File: src/rtl/rv32i_decode.sv
// rv32i_decode: registered RV32I base-integer decoder between fetch and execute.
// One instruction is accepted every cycle; the decoded fields appear one clock
// after pc_i/instr_i are sampled. Illegal encodings decode to a quiet bundle
// (format NONE, no enables) with illegal_o raised.
module rv32i_decode #(
  parameter int XLEN = 32
) (
  input  logic            clk_i,
  input  logic            rst_n_i,
  input  logic [XLEN-1:0] pc_i,
  input  logic [31:0]     instr_i,
  output logic            valid_o,
  output logic [XLEN-1:0] pc_o,
  output logic [4:0]      rd_o,
  output logic [4:0]      rs1_o,
  output logic [4:0]      rs2_o,
  output logic [XLEN-1:0] imm_o,
  output logic [2:0]      fmt_o,
  output logic [3:0]      alu_op_o,
  output logic            alu_src_imm_o,
  output logic            rd_we_o,
  output logic            rs1_en_o,
  output logic            rs2_en_o,
  output logic            is_load_o,
  output logic            is_store_o,
  output logic            is_branch_o,
  output logic            is_jal_o,
  output logic            is_jalr_o,
  output logic            is_auipc_o,
  output logic            is_system_o,
  output logic [1:0]      mem_size_o,
  output logic            mem_unsigned_o,
  output logic [XLEN-1:0] target_o,
  output logic            illegal_o
);

  typedef enum logic [2:0] {
    FMT_R    = 3'd0,
    FMT_I    = 3'd1,
    FMT_S    = 3'd2,
    FMT_B    = 3'd3,
    FMT_U    = 3'd4,
    FMT_J    = 3'd5,
    FMT_NONE = 3'd7
  } fmt_e;

  typedef enum logic [3:0] {
    ALU_ADD   = 4'd0,
    ALU_SUB   = 4'd1,
    ALU_SLL   = 4'd2,
    ALU_SLT   = 4'd3,
    ALU_SLTU  = 4'd4,
    ALU_XOR   = 4'd5,
    ALU_SRL   = 4'd6,
    ALU_SRA   = 4'd7,
    ALU_OR    = 4'd8,
    ALU_AND   = 4'd9,
    ALU_PASSB = 4'd10
  } alu_e;

  localparam logic [6:0] OPC_OP     = 7'b0110011;
  localparam logic [6:0] OPC_OP_IMM = 7'b0010011;
  localparam logic [6:0] OPC_LOAD   = 7'b0000011;
  localparam logic [6:0] OPC_STORE  = 7'b0100011;
  localparam logic [6:0] OPC_BRANCH = 7'b1100011;
  localparam logic [6:0] OPC_JAL    = 7'b1101111;
  localparam logic [6:0] OPC_JALR   = 7'b1100111;
  localparam logic [6:0] OPC_LUI    = 7'b0110111;
  localparam logic [6:0] OPC_AUIPC  = 7'b0010111;
  localparam logic [6:0] OPC_FENCE  = 7'b0001111;
  localparam logic [6:0] OPC_SYSTEM = 7'b1110011;

  // Everything the execute stage sees, captured as one register.
  typedef struct packed {
    logic            valid;
    logic [XLEN-1:0] pc;
    logic [4:0]      rd;
    logic [4:0]      rs1;
    logic [4:0]      rs2;
    logic [XLEN-1:0] imm;
    fmt_e            fmt;
    alu_e            alu_op;
    logic            alu_src_imm;
    logic            rd_we;
    logic            rs1_en;
    logic            rs2_en;
    logic            is_load;
    logic            is_store;
    logic            is_branch;
    logic            is_jal;
    logic            is_jalr;
    logic            is_auipc;
    logic            is_system;
    logic [1:0]      mem_size;
    logic            mem_unsigned;
    logic [XLEN-1:0] target;
    logic            illegal;
  } dec_t;

  // OP and OP-IMM share the funct3 -> ALU mapping; alt picks SUB/SRA.
  function automatic alu_e alu_from_funct3(input logic [2:0] f3, input logic alt);
    alu_e op;
    op = ALU_ADD;
    case (f3)
      3'd0:    op = alt ? ALU_SUB : ALU_ADD;
      3'd1:    op = ALU_SLL;
      3'd2:    op = ALU_SLT;
      3'd3:    op = ALU_SLTU;
      3'd4:    op = ALU_XOR;
      3'd5:    op = alt ? ALU_SRA : ALU_SRL;
      3'd6:    op = ALU_OR;
      default: op = ALU_AND;
    endcase
    return op;
  endfunction

  logic [6:0] opcode;
  logic [4:0] rd_f;
  logic [4:0] rs1_f;
  logic [4:0] rs2_f;
  logic [2:0] funct3;
  logic [6:0] funct7;

  assign opcode = instr_i[6:0];
  assign rd_f   = instr_i[11:7];
  assign funct3 = instr_i[14:12];
  assign rs1_f  = instr_i[19:15];
  assign rs2_f  = instr_i[24:20];
  assign funct7 = instr_i[31:25];

  logic [XLEN-1:0] imm_i;
  logic [XLEN-1:0] imm_s;
  logic [XLEN-1:0] imm_b;
  logic [XLEN-1:0] imm_u;
  logic [XLEN-1:0] imm_j;

  assign imm_i = {{20{instr_i[31]}}, instr_i[31:20]};
  assign imm_s = {{20{instr_i[31]}}, instr_i[31:25], instr_i[11:7]};
  assign imm_b = {{19{instr_i[31]}}, instr_i[31], instr_i[7], instr_i[30:25],
                  instr_i[11:8], 1'b0};
  assign imm_u = {instr_i[31:12], 12'b0};
  assign imm_j = {{11{instr_i[31]}}, instr_i[31], instr_i[19:12], instr_i[20],
                  instr_i[30:21], 1'b0};

  logic legal;
  logic shift_imm;
  logic writes_rd;
  logic reads_rs1;
  logic reads_rs2;
  dec_t d;
  dec_t q;

  // Decode the current instruction word into the next output bundle.
  always_comb begin
    // NOTE: every variable gets a default before the case so no path leaves
    // one unassigned, which would otherwise infer a latch.
    d         = '0;
    legal     = 1'b1;
    shift_imm = 1'b0;
    writes_rd = 1'b0;
    reads_rs1 = 1'b0;
    reads_rs2 = 1'b0;
    d.valid   = 1'b1;
    d.pc      = pc_i;
    d.fmt     = FMT_NONE;
    d.alu_op  = ALU_ADD;

    case (opcode)
      OPC_OP: begin
        d.fmt     = FMT_R;
        legal     = (funct7 == 7'h00) ||
                    (funct7 == 7'h20 && (funct3 == 3'd0 || funct3 == 3'd5));
        d.alu_op  = alu_from_funct3(funct3, funct7[5]);
        writes_rd = 1'b1;
        reads_rs1 = 1'b1;
        reads_rs2 = 1'b1;
      end
      OPC_OP_IMM: begin
        d.fmt         = FMT_I;
        d.alu_src_imm = 1'b1;
        writes_rd     = 1'b1;
        reads_rs1     = 1'b1;
        // Only the shifts carry a funct7; ADDI's upper bits are immediate.
        if (funct3 == 3'd1) begin
          shift_imm = 1'b1;
          legal     = (funct7 == 7'h00);
        end else if (funct3 == 3'd5) begin
          shift_imm = 1'b1;
          legal     = (funct7 == 7'h00) || (funct7 == 7'h20);
        end
        d.alu_op = alu_from_funct3(funct3, shift_imm & funct7[5]);
      end
      OPC_LOAD: begin
        d.fmt          = FMT_I;
        d.alu_src_imm  = 1'b1;
        d.is_load      = 1'b1;
        d.mem_size     = funct3[1:0];
        d.mem_unsigned = funct3[2];
        legal          = funct3 inside {3'd0, 3'd1, 3'd2, 3'd4, 3'd5};
        writes_rd      = 1'b1;
        reads_rs1      = 1'b1;
      end
      OPC_STORE: begin
        d.fmt         = FMT_S;
        d.alu_src_imm = 1'b1;
        d.is_store    = 1'b1;
        d.mem_size    = funct3[1:0];
        legal         = (funct3 <= 3'd2);
        reads_rs1     = 1'b1;
        reads_rs2     = 1'b1;
      end
      OPC_BRANCH: begin
        d.fmt       = FMT_B;
        d.alu_op    = ALU_SUB;
        d.is_branch = 1'b1;
        legal       = (funct3 != 3'd2) && (funct3 != 3'd3);
        reads_rs1   = 1'b1;
        reads_rs2   = 1'b1;
      end
      OPC_JAL: begin
        d.fmt     = FMT_J;
        d.is_jal  = 1'b1;
        writes_rd = 1'b1;
      end
      OPC_JALR: begin
        d.fmt         = FMT_I;
        d.alu_src_imm = 1'b1;
        d.is_jalr     = 1'b1;
        legal         = (funct3 == 3'd0);
        writes_rd     = 1'b1;
        reads_rs1     = 1'b1;
      end
      OPC_LUI: begin
        d.fmt         = FMT_U;
        d.alu_op      = ALU_PASSB;
        d.alu_src_imm = 1'b1;
        writes_rd     = 1'b1;
      end
      OPC_AUIPC: begin
        d.fmt         = FMT_U;
        d.alu_src_imm = 1'b1;
        d.is_auipc    = 1'b1;
        writes_rd     = 1'b1;
      end
      OPC_FENCE: begin
        // Single-hart in-order pipeline: FENCE has nothing to order.
        d.fmt = FMT_NONE;
      end
      OPC_SYSTEM: begin
        // ECALL/EBREAK are I-type with imm 0/1; they touch no registers.
        d.fmt       = FMT_I;
        d.is_system = 1'b1;
        legal       = (instr_i == 32'h0000_0073) || (instr_i == 32'h0010_0073);
      end
      default: legal = 1'b0;
    endcase

    // Route fields by format; unused indices read as zero.
    case (d.fmt)
      FMT_R: begin
        d.rd  = rd_f;
        d.rs1 = rs1_f;
        d.rs2 = rs2_f;
      end
      FMT_I: begin
        d.rd  = rd_f;
        d.rs1 = rs1_f;
        d.imm = shift_imm ? {{(XLEN-5){1'b0}}, rs2_f} : imm_i;
      end
      FMT_S: begin
        d.rs1 = rs1_f;
        d.rs2 = rs2_f;
        d.imm = imm_s;
      end
      FMT_B: begin
        d.rs1 = rs1_f;
        d.rs2 = rs2_f;
        d.imm = imm_b;
      end
      FMT_U: begin
        d.rd  = rd_f;
        d.imm = imm_u;
      end
      FMT_J: begin
        d.rd  = rd_f;
        d.imm = imm_j;
      end
      default: ;
    endcase

    d.rd_we  = writes_rd && (rd_f != 5'd0);
    d.rs1_en = reads_rs1;
    d.rs2_en = reads_rs2;
    if (d.fmt == FMT_B || d.fmt == FMT_J) begin
      d.target = pc_i + d.imm;
    end

    if (!legal) begin
      d         = '0;
      d.valid   = 1'b1;
      d.pc      = pc_i;
      d.fmt     = FMT_NONE;
      d.illegal = 1'b1;
    end
  end

  // Output register with synchronous active-low clear.
  always_ff @(posedge clk_i) begin
    // NOTE: state is updated with <= so every flop samples pre-edge values.
    if (!rst_n_i) begin
      q <= '0;
    end else begin
      q <= d;
    end
  end

`ifndef NDEBUG
  // Report an illegal instruction with its PC as soon as it is decoded.
  always_ff @(posedge clk_i) begin
    if (rst_n_i) begin
      assert (legal)
        else $error("rv32i_decode: illegal instruction %08h at pc %08h", instr_i, pc_i);
    end
  end
`endif

  assign valid_o        = q.valid;
  assign pc_o           = q.pc;
  assign rd_o           = q.rd;
  assign rs1_o          = q.rs1;
  assign rs2_o          = q.rs2;
  assign imm_o          = q.imm;
  assign fmt_o          = q.fmt;
  assign alu_op_o       = q.alu_op;
  assign alu_src_imm_o  = q.alu_src_imm;
  assign rd_we_o        = q.rd_we;
  assign rs1_en_o       = q.rs1_en;
  assign rs2_en_o       = q.rs2_en;
  assign is_load_o      = q.is_load;
  assign is_store_o     = q.is_store;
  assign is_branch_o    = q.is_branch;
  assign is_jal_o       = q.is_jal;
  assign is_jalr_o      = q.is_jalr;
  assign is_auipc_o     = q.is_auipc;
  assign is_system_o    = q.is_system;
  assign mem_size_o     = q.mem_size;
  assign mem_unsigned_o = q.mem_unsigned;
  assign target_o       = q.target;
  assign illegal_o      = q.illegal;

endmodule

File: config.mk
export PLATFORM = sky130hd
export DESIGN_NAME = rv32i_decode
export DESIGN_NICKNAME = d
export VERILOG_FILES = /design/src/rtl/rv32i_decode.sv
export SDC_FILE = /design/constraint.sdc
export NUM_CORES = 1
export LEC_CHECK = 0
export CORE_UTILIZATION = 45
export CTS_CLUSTER_SIZE = 28
export DETAILED_ROUTE_END_ITERATION = 12
export DONT_BUFFER_PORTS = 1
export PLACE_DENSITY_LB_ADDON = 0.12
export SLEW_MARGIN = 5
export SYNTH_ARGS = -nofsm -noshare
export SYNTH_HDL_FRONTEND = slang
export SYNTH_SLANG_ARGS = --single-unit
File: constraint.sdc
create_clock -name clk_i -period 5.45 [get_ports clk_i]
set_input_delay 1.09 -clock clk_i [delete_from_list [all_inputs] [get_ports clk_i]]
set_output_delay 1.09 -clock clk_i [all_outputs]
set_load 0.01 [all_outputs]
Word-level counts from Yosys, hierarchy flattened:

Cells that the tools add are included.

* register bits after elaboration: 134
* input bits: 66
* output and inout bits: 134
* word-level logic and storage cells: 116

* add/sub/neg operators: 1
* $lt $le $gt $ge: 1
* equality and inequality tests: 27
* multiplexer cells: 32
* bitwise logic cells: 1
* reductions and logical operators: 31

Operator list (number)
* 32-bit one-hot mux with 5 select lines: 1
* 32-bit 2-to-1 mux: 2
* 4-bit one-hot mux with 7 select lines: 2
* 54-bit 2-to-1 mux: 1
* 32-bit adder: 1
* 32-bit by 21-bit == test with 1-bit output, second input constant: 1
* 32-bit by 7-bit == test with 1-bit output, second input constant: 1
* 7-bit by 6-bit == test with 1-bit output, second input constant: 4
* 7-bit == test, second input constant: 4
* 1-bit 2-to-1 mux: 22
* 3-bit one-hot mux with 6 select lines: 1
* 3-bit AND reduction: 6
* 4-bit one-hot mux with 4 select lines: 1
* 4-bit OR reduction: 4
* 3-bit == test, second input constant: 5
* 7-bit by 5-bit == test with 1-bit output, second input constant: 2
* 3-bit by 2-bit == test with 1-bit output, second input constant: 4
* 6-bit OR reduction: 2
* 5-bit nonzero test: 2
* 1-bit one-hot mux with 8 select lines: 1
* 7-bit by 2-bit == test with 1-bit output, second input constant: 1
* 7-bit by 4-bit == test with 1-bit output, second input constant: 1
* 7-bit logical NOT: 1
* 7-bit OR reduction: 1
* 11 further kinds: 22

Logic depth before layout (Yosys ltp):

* depth in word-level cells: 10
* mapped depth: 18
* gate-level depth less buffers: 16

Least setup slack after synthesis:

OpenSTA, ideal clock, no wires.

* path kind: input to register
* from: input instr_i[2]
* to: register q, in the netlist target_o[31]
* library setup time: 114 ps
* data arrival time: 4448 ps
* data required time: 5336 ps
* setup slack: 888 ps
* stages on the path: 17
* buffers on the path: 3
* cells stage by stage: buf_2 > nand4bb_1 > buf_2 > nor2_1 > nand3b_1 > a21oi_1 > nor2b_1 > ha_1 > clkbuf_1 > a21oi_1 > o21ai_0 > a31oi_1 > a2111oi_1 > nor3b_1 > o21a_1 > o2111a_1 > a21o_1

* word-level cells in the longest chain between the ends: 6
* elaborated cells on any way between the ends: 30
* classes of those cells: add/sub (1); eq/ne (18); mux (5); reduce/logical (6)

Ends and longest elaborated chain
* start, declared: RTL line 11 `input logic [31:0] instr_i,`
* 7-bit == test, or another cell as far along: RTL line 168 `case (opcode)`
* 4-bit OR reduction (no line) or 2-bit OR reduction (tied branches)
* 3-bit one-hot mux with 6 select lines: RTL line 168
* 3-bit == test, or another cell as far along: RTL line 259, 294
* 32-bit one-hot mux with 5 select lines or 1-bit logical OR (tied branches): RTL line 259, 294
* 32-bit adder or 3-bit AND reduction (tied branches)
* end signal, assigned: RTL line 311 `q <= '0;`
* end signal, assigned: RTL line 313 `q <= d;`
* end, declared: RTL line 151 `dec_t q;`

Several ways; a longest one is shown, not always the timed one.
A chain may end at the register's enable or synchronous reset.

Worst setup path in the final report:

Same ends and word-level chain as after synthesis.

==> run metrics <==
max-capacitance violation count=0; power density relative to cell area=339 mW/mm^2; measured slew at the worst slew-check pin=1.04 ns; number of pins with negative max-slew slack in the final report=0; placeable core area=0.0128 sq mm; outcome=finished clean; first-pass GRT wire length=25600 um; height of the die=117 um; vias per inst=5.58; worst setup path class=input port to flop; final cell area excluding filler cells=0.00670 sq mm; number of flops mapped to enable cells by yosys=0; grt total ovfl=0; count of distinct cell types in the synthesized netlist=65; Critical Path Most Common Cell=sky130_fd_sc_hd__a21oi_1; count of buffers from port buffering=0; worst rel slew slack=29.8%; final-stage net count=751; total leakage power=2.90 nW; sink of the worst hold path=valid_o; fraction of registers with async set/reset=0%; maximum level of the CTS H-tree=4; P&R area growth vs syn=11.9%; overall via count from detail_route=4667; filler cell count in the final layout=1192; drt first pass iters=7; post-route clock period utilization=84.7%; share of Yosys cell area claimed by the top area cell type=44.8%; overall die area=0.0138 sq mm; instance area after placement=0.00612 sq mm; kind of start point of the critical path=input port; fraction of the yosys area taken by sequential cells=44.8%; total clock buffers created by CTS=17; global placement routability congestion=0.913; number of buffers inserted to repair setup after CTS=0; CTS tree=yes; number of global-route vias before repair=4500; largest driver fanout on the critical path=9; TritonCTS Sinks=134; io pins=200; initial detailed-routing violation count=334; highest cell delay on the worst timing path=0.70 ns; root buffer selected by CTS=sky130_fd_sc_hd__clkbuf_16; combined global-route utilization of all metal layers=24.5%; required time of the critical path=5.77 ns; synthesis warning total=0; Routed wire per std cell=19.9 um; HPWL Detailed=12900 um; number of instances resized during post-cts repair=0; Syn Inst Count=657; Final Hold Violating Endpoints=0; Clock Tree Buf Depth=2; horizontal extent of the die=117 um; list of cells traversed by the critical path=nand4bb_1 -> nor2_1 -> nand3b_1 -> a21oi_1 -> nor2b_1 -> ha_1 -> a21oi_1 -> o21ai_0 -> a31oi_1 -> a2111oi_1 -> nor3b_1 -> o21a_1 -> o2111a_1 -> a21o_1; cell type contributing the most total cell area after synthesis=sky130_fd_sc_hd__dfxtp_1; initial antenna violation count=0; Fmax achieved=217 MHz; post-route antenna net violation count=0; most frequent cells in the layout=sky130_fd_sc_hd__dfxtp_1 (134), sky130_fd_sc_hd__nor2_1 (71), sky130_fd_sc_hd__and2_1 (60), sky130_fd_sc_hd__a21oi_1 (39), sky130_fd_sc_hd__nor2b_1 (39); number of buffers added to fix hold violations after cts=0; leading cell types by total area after synthesis=sky130_fd_sc_hd__dfxtp_1 (45%), sky130_fd_sc_hd__ha_1 (6.5%), sky130_fd_sc_hd__and2_1 (6.3%), sky130_fd_sc_hd__nor2_1 (4.5%), sky130_fd_sc_hd__nor2b_1 (4.1%); worst IR drop on VDD=201 uV; net count of the mapped netlist=755; Main synth FF type=sky130_fd_sc_hd__dfxtp_1; mean cell area of the mapped netlist=9.11 sq um; flops & latches, synth=134; setup repair after global routing missed its margin=no; most common library cell in the layout ignoring fill and taps=sky130_fd_sc_hd__dfxtp_1; share of final-layout standard cells stronger than drive strength 1=6.48%; post-layout min period=4.61 ns; data arrival time of the critical path=4.94 ns; cell area after synthesis=0.00598 sq mm; Inserted Diodes=0; number of cell rows=41; starting density of the core=46.8%; Worst Hold Depth=0; clock transition at the register clock pins on the worst setup and hold paths after CTS=0.06 ns; sum of routed wire length over all layers=16700 um; origin of the worst min-delay path=rst_n_i; final routed DRC violation total=0; endpoint class of the critical path=flop; kind of path behind the tightest hold check=input port to flop; sum of negative setup slack=0 ns; slowest cell on the critical path=sky130_fd_sc_hd__a2111oi_1; maximum number of pins on one net before global-route repair=42; number of failing setup endpoints in the final timing report=0
critical path, delay by kind of cell:
family,cells,cell delay [ns]
AO/OA/AOI/OAI,8,2.48
adder cells (fa/ha/maj),1,0.42
AND/OR/NAND/NOR,5,0.92
sequential cells by signal, indices dropped and copies added (netlist names), 2 cells and up:
name,count
rd_o,5
alu_op_o,4
target_o,32
mem_size_o,2
rs1_o,5
rs2_o,5
imm_o,32
fmt_o,3
pc_o,32
synth_stat cells, types with 4 or more instances:
library cell	number
sky130_fd_sc_hd__dfxtp_1	134
sky130_fd_sc_hd__nor3_1	12
sky130_fd_sc_hd__a21o_1	31
sky130_fd_sc_hd__o21ai_0	27
sky130_fd_sc_hd__a211oi_1	6
sky130_fd_sc_hd__or3_1	4
sky130_fd_sc_hd__nand2_1	26
sky130_fd_sc_hd__buf_2	9
sky130_fd_sc_hd__inv_1	17
sky130_fd_sc_hd__nand4_1	5
sky130_fd_sc_hd__nor2_1	71
sky130_fd_sc_hd__and2_1	60
sky130_fd_sc_hd__nand2b_1	11
sky130_fd_sc_hd__nor2b_1	39
sky130_fd_sc_hd__xor2_1	11
sky130_fd_sc_hd__and3_1	5
sky130_fd_sc_hd__clkbuf_1	18
sky130_fd_sc_hd__a31oi_1	5
sky130_fd_sc_hd__nand3_1	12
sky130_fd_sc_hd__o21a_1	7
sky130_fd_sc_hd__ha_1	31
sky130_fd_sc_hd__xnor2_1	15
sky130_fd_sc_hd__a21oi_1	39
stage by stage:
step	instances	power [mW]	setup slack, ns	hold WS, ns	utilization [%]
floorplan	657	1.15	0.888	1.12	-
global placement	806	1.17	0.557	1.12	47.9
detailed placement	806	1.17	0.427	1.12	47.9
CTS	836	2.29	0.891	0.672	52.4
global route	836	2.35	0.500	0.673	52.4
finish	836	2.27	0.836	0.689	52.4
power breakdown:
group	switching (mW)	total [mW]	leakage (nW)	internal [mW]
combinational	0.0765	0.136	1.52	0.0598
clock	0.401	1.12	0.285	0.721
sequential	0.0146	1.01	1.09	0.997
final cells by class:
cell class,count,area [sq um],share of cell area [%]
inverters,17,63.8,0.953
multi-input cells,477,3110,46.5
clock inverters,10,131,1.96
clock buffers,20,447,6.67
repair buffers,6,45.0,0.673
flip-flops and latches,134,2680,40.1
well taps,172,215,3.21
cells by family (layout without fill, tap and decap cells):
logic type / after synthesis / count (layout) / synth area share (%)
xor gates and xnor gates: 26 / 26 / 3.81
AOI/OAI and AO/OA: 150 / 150 / 16.8
adders and majority gates: 32 / 32 / 6.82
buffers and inverters: 46 / 53 / 3.32
and+or+nand+nor: 266 / 266 / 23.9
muxes: 3 / 3 / 0.523
DFF: 134 / 134 / 44.8
metal layers:
layer	vias to the layer above	track usage, %	share of wire [%]
li1	2259	-	-
met5	-	0	0
met4	0	10.2	2.3
met1	2184	31.1	45
met3	25	7.44	7.1
met2	199	38.4	46
worst max-delay path by stage:
stage              endpoint  slack [ns]  startpoint  depth (start not counted)
3_5_place_dp   target_o[31]        0.43  instr_i[2]                         14
2_1_floorplan  target_o[31]        0.89  instr_i[2]                         17
5_1_grt        target_o[29]        0.50  instr_i[2]                         14
4_1_cts        target_o[31]        0.89  instr_i[2]                         14
6_report       target_o[31]        0.84  instr_i[2]                         14
3_3_place_gp   target_o[31]        0.56  instr_i[5]                         15
No activity file was read; power rests on OpenSTA's default activity.
